$ cat src/rtl/adder_arbiter.sv
// adder_arbiter: round-robin arbiter that lends one shared, externally
// pipelined adder to N_REQ requesters, one transaction at a time.
//
// Ports
//   clock, reset          rising-edge clock, synchronous active-high reset
//   req                   per-requester request level
//   req_op1, req_op2      packed operands, slice i belongs to requester i
//   grant                 one-hot owner of the adder (zero when idle)
//   done                  one-hot, one-cycle completion pulse
//   result                sum for the requester flagged by done (held)
//   busy                  high whenever a transaction is in flight
//   add_enable            one-cycle enable to the shared adder
//   add_op1, add_op2      latched operands to the adder
//   add_result            adder sum, valid ADD_LATENCY cycles after enable
//
// Transaction shape: accept (IDLE), ISSUE, WAIT x ADD_LATENCY, DONE.

`ifndef DATA_WIDTH
`define DATA_WIDTH 8
`endif

module adder_arbiter #(
  parameter int unsigned N_REQ       = 4,
  parameter int unsigned ADD_LATENCY = 1
) (
  input  logic                          clock,
  input  logic                          reset,
  input  logic [N_REQ-1:0]              req,
  input  logic [N_REQ*`DATA_WIDTH-1:0]  req_op1,
  input  logic [N_REQ*`DATA_WIDTH-1:0]  req_op2,
  output logic [N_REQ-1:0]              grant,
  output logic [N_REQ-1:0]              done,
  output logic [`DATA_WIDTH-1:0]        result,
  output logic                          busy,
  output logic                          add_enable,
  output logic [`DATA_WIDTH-1:0]        add_op1,
  output logic [`DATA_WIDTH-1:0]        add_op2,
  input  logic [`DATA_WIDTH-1:0]        add_result
);

  localparam int unsigned W  = `DATA_WIDTH;
  localparam int unsigned IW = (N_REQ > 1) ? $clog2(N_REQ) : 1;
  localparam int unsigned CW = (ADD_LATENCY > 1) ? $clog2(ADD_LATENCY + 1) : 1;

  typedef enum logic [1:0] {
    ST_IDLE  = 2'd0,
    ST_ISSUE = 2'd1,
    ST_WAIT  = 2'd2,
    ST_DONE  = 2'd3
  } state_t;

  state_t          state_q, state_d;
  logic [IW-1:0]   last_served, last_d;
  logic [IW-1:0]   win_q, win_d;
  logic [IW-1:0]   pick;
  logic [CW-1:0]   cnt_q, cnt_d;
  logic [W-1:0]    op1_d, op2_d;
  logic [W-1:0]    result_d;
  logic [N_REQ-1:0] onehot_d;
  logic [N_REQ-1:0] grant_d, done_d;
  logic            busy_d, enable_d;
  int              idx;

  logic [W-1:0] op1_arr [N_REQ];
  logic [W-1:0] op2_arr [N_REQ];

  // Unpack the per-requester operand slices.
  always_comb begin
    for (int i = 0; i < int'(N_REQ); i++) begin
      op1_arr[i] = req_op1[i*W +: W];
      op2_arr[i] = req_op2[i*W +: W];
    end
  end

  // Round-robin pick: scan from farthest to nearest so the requester right
  // after last_served is written last and therefore wins.
  always_comb begin
    pick = '0;
    idx  = 0;
    for (int k = int'(N_REQ); k >= 1; k--) begin
      idx = (int'(last_served) + k) % int'(N_REQ);
      if (req[IW'(idx)]) pick = IW'(idx);
    end
  end

  // Next-state logic; outputs are derived from the next state so they can
  // be registered and still line up with the state they describe.
  always_comb begin
    state_d  = state_q;
    last_d   = last_served;
    win_d    = win_q;
    cnt_d    = cnt_q;
    op1_d    = add_op1;
    op2_d    = add_op2;
    result_d = result;

    case (state_q)
      ST_IDLE: begin
        if (|req) begin
          win_d   = pick;
          last_d  = pick;
          op1_d   = op1_arr[pick];
          op2_d   = op2_arr[pick];
          state_d = ST_ISSUE;
        end
      end
      ST_ISSUE: begin
        cnt_d   = CW'(ADD_LATENCY - 1);
        state_d = ST_WAIT;
      end
      ST_WAIT: begin
        if (cnt_q == '0) begin
          result_d = add_result;
          state_d  = ST_DONE;
        end else begin
          cnt_d = cnt_q - CW'(1);
        end
      end
      ST_DONE: begin
        state_d = ST_IDLE;
      end
      default: begin
        state_d = ST_IDLE;
      end
    endcase

    onehot_d = N_REQ'(1) << win_d;
    grant_d  = (state_d != ST_IDLE) ? onehot_d : '0;
    done_d   = (state_d == ST_DONE) ? onehot_d : '0;
    busy_d   = (state_d != ST_IDLE);
    enable_d = (state_d == ST_ISSUE);
  end

  // State and registered outputs; reset aborts any transaction in flight.
  always_ff @(posedge clock) begin
    if (reset) begin
      state_q     <= ST_IDLE;
      last_served <= IW'(N_REQ - 1);
      win_q       <= '0;
      cnt_q       <= '0;
      add_op1     <= '0;
      add_op2     <= '0;
      result      <= '0;
      grant       <= '0;
      done        <= '0;
      busy        <= 1'b0;
      add_enable  <= 1'b0;
    end else begin
      state_q     <= state_d;
      last_served <= last_d;
      win_q       <= win_d;
      cnt_q       <= cnt_d;
      add_op1     <= op1_d;
      add_op2     <= op2_d;
      result      <= result_d;
      grant       <= grant_d;
      done        <= done_d;
      busy        <= busy_d;
      add_enable  <= enable_d;
    end
  end

endmodule
$ cat config.mk
export PLATFORM = sky130hd
export DESIGN_NAME = adder_arbiter
export DESIGN_NICKNAME = d
export VERILOG_FILES = /design/src/rtl/adder_arbiter.sv
export SDC_FILE = /design/constraint.sdc
export NUM_CORES = 1
export LEC_CHECK = 0
export ABC_CLOCK_PERIOD_IN_PS = 1900
export BUFFER_PORTS_ARGS = -buffer_cell sky130_fd_sc_hd__clkbuf_2
export CORE_UTILIZATION = 45
export CTS_CLUSTER_SIZE = 16
export DETAILED_ROUTE_END_ITERATION = 8
export GPL_TIMING_DRIVEN = 0
export HOLD_SLACK_MARGIN = 0.06
export PLACE_DENSITY = 0.8
export SLEW_MARGIN = 20
export SYNTH_ARGS = -nofsm -noshare
export SYNTH_HDL_FRONTEND = slang
export SYNTH_SLANG_ARGS = --single-unit
export TNS_END_PERCENT = 5
$ cat constraint.sdc
create_clock -name clock -period 1.9 [get_ports clock]
set_clock_uncertainty 0.15 [all_clocks]
set_input_delay 0.38 -clock clock [delete_from_list [all_inputs] [get_ports clock]]
set_output_delay 0.38 -clock clock [all_outputs]
set_load 0.02 [all_outputs]
# Word level (Yosys, flattened, before mapping)
# Index checks and enable logic that the tools add are counted.
dict set report word_totals {
  regBits 41
  out_inout_bits 34
}
dict set report op_classes {
  n_addsub 5
  order_cmp 5
  eq_ne 5
  n_shift 1
  muxes 29
  n_bitwise 4
  n_reduce_logical 8
}
# operator n
set ops {}
lappend ops {{8-bit binary-select mux with 2-bit select} 2}
lappend ops {{8-bit 2-to-1 mux} 4}
lappend ops {{2-bit by 4-bit < comparator with 1-bit output (second input constant)} 4}
lappend ops {{2-bit 2-to-1 mux} 8}
lappend ops {{1-bit 2-to-1 mux} 9}
lappend ops {{1-bit binary-select mux with 2-bit select} 4}
lappend ops {{2-bit one-hot mux with 4 select lines} 1}
lappend ops {{2-bit equality test (second input constant)} 3}
lappend ops {{2-bit by 1-bit adder with 2-bit output (second input constant)} 2}
lappend ops {{2-bit adder (second input constant)} 2}
lappend ops {{2-bit by 1-bit equality test with 1-bit output (second input constant)} 2}
lappend ops {{2-bit AND reduction} 2}
lappend ops {{2-bit nonzero test} 2}
lappend ops {{2-bit OR reduction} 2}
lappend ops {{4-bit OR reduction} 1}
lappend ops {{1-bit by 2-bit << shifter with 4-bit output (first input constant)} 1}
lappend ops {{3-bit greater-or-equal comparator (second input constant)} 1}
lappend ops {{1-bit NOT} 3}
lappend ops {{2-bit NOT with 3-bit output} 1}
lappend ops {{2-bit zero test} 1}
lappend ops {{1-bit one-hot mux with 2 select lines} 1}
lappend ops {{1-bit subtractor (second input constant)} 1}

# Depth between registers and ports, before layout
dict set report depth {
  ltp_word 12
  depth_mapped 8
  ltp_nobuf 6
}

# Worst setup path after synthesis
# No wires, ideal clock.
dict set report synth_path {
  path_kind {input port to flip-flop}
  startpoint {input req[3]}
  endpoint {register add_op1[0]}
  t_arrival_ps 1456
  required_ps 1615
  setup_slack_ps 160
  path_stages 7
  n_path_buf 2
  cell_sequence {and2_1 > or2_1 > and3_1 > buf_6 > buf_6 > mux2i_1 > o221ai_1}
}
dict set report synth_between {
  elab_chain_cells 11
  elab_cells_between_ends 22
  cone_classes {mux (19); bitwise (1); reduce/logical (2)}
}
# element line_no
set synth_lines {}
lappend synth_lines {{from (decl)} 28} ;# input logic [N_REQ-1:0] req,
lappend synth_lines {{1-bit binary-select mux with 2-bit select} 82} ;# if (req[IW'(idx)]) pick = IW'(idx);
lappend synth_lines {{1-bit 2-to-1 mux (not written as such) (2 in a row)} 82}
lappend synth_lines {{2-bit 2-to-1 mux (4 in a row)} 82}
lappend synth_lines {{2-bit NOT with 3-bit output (not written as such)} 102} ;# op1_d = op1_arr[pick];
lappend synth_lines {{8-bit binary-select mux with 2-bit select} 102}
lappend synth_lines {{8-bit 2-to-1 mux (not written as such) (2 in a row)} 102}
lappend synth_lines {{to (signal assigned)} 153} ;# add_op1 <= op1_d;
lappend synth_lines {{to (decl)} 36} ;# output logic [`DATA_WIDTH-1:0] add_op1,
# Parallel ways exist; a longest one is shown, timed or not. The select of a mux whose other input is x is not followed.
# A chain may end at the register's enable or synchronous reset.

# Worst setup path in the final report
dict set report layout_path {
  startpoint {register last_served[1]}
  endpoint {register add_op1[3]}
}
dict set report layout_between {
  elab_chain_cells 12
  elab_cells_between_ends 24
  cone_classes {add/sub (4); mux (19); bitwise (1)}
}
# element line_no
set layout_lines {}
lappend layout_lines {{from (decl)} 53} ;# logic [IW-1:0] last_served, last_d;
lappend layout_lines {{from (signal assigned)} 138} ;# last_served <= IW'(N_REQ - 1);
lappend layout_lines {{from (signal assigned)} 150} ;# last_served <= last_d;
lappend layout_lines {{2-bit by 1-bit adder with 2-bit output} 81} ;# idx = (int'(last_served) + k) % int'(N_REQ);
lappend layout_lines {{1-bit binary-select mux with 2-bit select} 82}
lappend layout_lines {{1-bit 2-to-1 mux (not written as such) (2 in a row)} 82}
lappend layout_lines {{2-bit 2-to-1 mux (3 in a row)} 82}
lappend layout_lines {{2-bit 2-to-1 mux *} 82}
lappend layout_lines {{2-bit NOT with 3-bit output (not written as such) *} 102}
lappend layout_lines {{8-bit binary-select mux with 2-bit select *} 102}
lappend layout_lines {{8-bit 2-to-1 mux (not written as such) * (2 in a row)} 102}
# Mark *: on every way between the ends. The rest lies on a longest branch, timed or not. The select of a mux whose other input is x is not followed.

==> impl_metrics.tcl <==
set metrics [dict create \
    pin_count 112 \
    max_freq_mhz 535 \
    violations "DRC" \
    grt_overflow 0 \
    postCtsHoldBufs 0 \
    yosys-top-cells-count "40 x dfxtp_1, 34 x mux2i_1, 24 x nand3b_1" \
    areaGrowthSynthToFinish_pct 39.4 \
    design_area_um2 2970 \
    rsz0062_at_grt "yes" \
    hp-class "primary input to register" \
    synth_edf_count 0 \
    io_buffers 111 \
    whs_ns 0.165 \
    period_share_pct 98.4 \
    peakVddDrop_uv 796 \
    slew_headroom_pct 52.4 \
    synth_area_leaders "dfxtp_1 38%, mux2i_1 16%, nand3b_1 8.5%" \
    drv_slew 0 \
    status "complete, but fails checks" \
    start_util_pct 47.9 \
    tritoncts.num_buffers 5 \
    drt_wl_total_mm 5.58 \
    cp_data_arrival_time_ns 1.89 \
    synthesis.area_um2 2130 \
    grtUsageTotal_pct 22.6 \
    drtPass1Iterations 6 \
    die_y_um 70.8 \
    grt_pass1_wl_mm 8.91 \
    crit_slowest_cell "dfxtp_4" \
    ys_warn_count 0 \
    grt_max_degree 15 \
    drv_cap 0 \
    wire_per_inst_um 14.2 \
    internal_power_mw 2.53 \
    ys_ff_latch 40 \
    critPathLaunchType "register" \
    synth_most_common_cell "dfxtp_1" \
    syn_area_per_cell_um2 9.64 \
    end_kind "register" \
    comb_power_share_pct 54.7 \
    die_area_um2 5010 \
    drc_errors 18 \
    slowest_delay_ns 0.38 \
    synth.top_cell.area_share_pct 37.6 \
    coreArea_um2 4440 \
    dp_hpwl_mm 4.05 \
    placed_cells 384 \
    pwr-share-seq_pct 29.3 \
    grt_pass1_vias 1893 \
    post-route-min-period_ns 1.87 \
    path_delay_family "simple AND/OR/NAND/NOR gates" \
    place_congestion 0.829 \
    fin_setup_tns_ns 0 \
    ys_seq_area_share_pct 37.6 \
    required_ns 1.92 \
    synthArstFlopShare_pct 0 \
    cts_tree "built" \
    ant_nets 0 \
    final-setup-viol-count 0 \
    clkPwrFrac_pct 16.0 \
    clockRootBuffer "clkbuf_8" \
    path_class "register to register" \
    synth_top_cell_by_area "dfxtp_1" \
    clk_pin_slew_ns 0.08 \
    worstPathCellList "and2_1 -> or2_1 -> and3_1 -> buf_6 -> buf_8 -> mux2i_1 -> o221ai_1" \
    worst_pin_slew_ns 0.713 \
    crit_buf_inv 2 \
    setup_ws_ns 0.0298 \
    antennaDiodeCount 0 \
    dr_total_vias 2081 \
    final-hold-violation-count 0 \
    cp_max_fo 10 \
    clock_latency_ns 0.29 \
    netlist_instances 221 \
    dpl_cell_area_um2 2750 \
    clockBufferDepth 2 \
    switchingPower_mw 1.94 \
    stdcell_count 392 \
    synth_flop_cell "dfxtp_1" \
    antenna_found_initial 0 \
    power_switching_share_pct 43.4 \
    synth.distinct_cells 36 \
    nets 420 \
    power.density_nw_per_um2 1510 \
    drtIter0Drc 102 \
    via_per_inst 5.31 \
    drive_gt1_share_pct 47.6 \
    htreeDepth 2 \
    synth_nets 302 \
    dp_slack_ns -0.167 \
    cts_sinks 40 \
    rows 24 \
    fp.dieW_um 70.8 \
    leakagePower_nw 1.38 \
    fin_util_pct 66.8 \
    p_total_mw 4.48 \
]
## tightest hold or removal path: stages
cell and delay, ns:
clkbuf_2 0.08, mux2i_1 0.05, nor2_1 0.07
## layout make-up
cell class | instances | area (um2)
Buffer | 13 | 93.8
Clock buffer | 5 | 68.8
Clock inverter | 3 | 46.3
Fill cell | 386 | 1480
Inverter | 13 | 48.8
Multi-Input combinational cell | 154 | 1280
Sequential cell | 40 | 806
Tap cell | 52 | 65.1
Timing Repair Buffer | 112 | 563
## timing repair
action,4_1_cts,5_1_grt
setup buffers,0,1
cloned,0,0
gates resized for setup,4,22
endpoints found under the setup margin,17,21
pin swaps,0,1
## logic make-up after synthesis
kind of cell,count (synthesis),share of synthesized area [%]
and+or+nand+nor,76,22.9
adders and majority gates,3,1.76
DFF,40,37.6
muxes,34,16.0
buffers and inverters,27,6.11
AOI/OAI and AO/OA,41,15.6
## worst paths after layout
path                               startpoint                       to  slack, ns  depth (start not counted)
setup / recovery  last_served[1]$_SDFFE_PP1P_  add_op1[3]$_SDFFE_PP0P_       0.03                          7
hold / removal                  add_result[6]   result[6]$_SDFFE_PP0P_       0.16                          3
setup reg to reg  last_served[1]$_SDFFE_PP1P_  add_op1[3]$_SDFFE_PP0P_       0.03                          7
hold reg to reg        result[6]$_SDFFE_PP0P_   result[6]$_SDFFE_PP0P_       0.34                          2
## layout by cell type, fill, tap and decap left out, drive strengths merged, types with 2 or more instances in the layout
master	n
o21ai	2
inv	13
nand2	2
nand3b	24
buf	8
a21o	2
ha	3
a211oi	16
clkbuf	122
nor2b	4
nor4	8
o221ai	8
nand2b	3
or2	3
a21oi	4
nor2	22
nor3	8
dfxtp	40
mux2i	34
## routing by layer
layer / track usage, % / vias up / part of all wire (%)
met4: 6.00 / 0 / 1.3
met2: 37.9 / 81 / 47
met1: 29.4 / 948 / 45
met5: 0 / - / 0
met3: 5.27 / 7 / 6.7
li1: - / 1045 / -
## state kept, by name, summed over array words and instances, names as in the netlist
register,count
last_served,2
busy,1
grant,4
add_enable,1
add_op2,8
done,4
state_q,2
result,8
add_op1,8
win_q,2
## power groups by stage
stage               sequential [mW]  clock (mW)  combinational [mW]
floorplan                      1.59           0                1.36
detailed placement             1.31           0                2.27
global route                   1.35       0.781                2.63
global placement               1.30           0                2.24
CTS                            1.30       0.733                2.28
finish                         1.31       0.716                2.45
No activity file was read; power rests on OpenSTA's default activity.
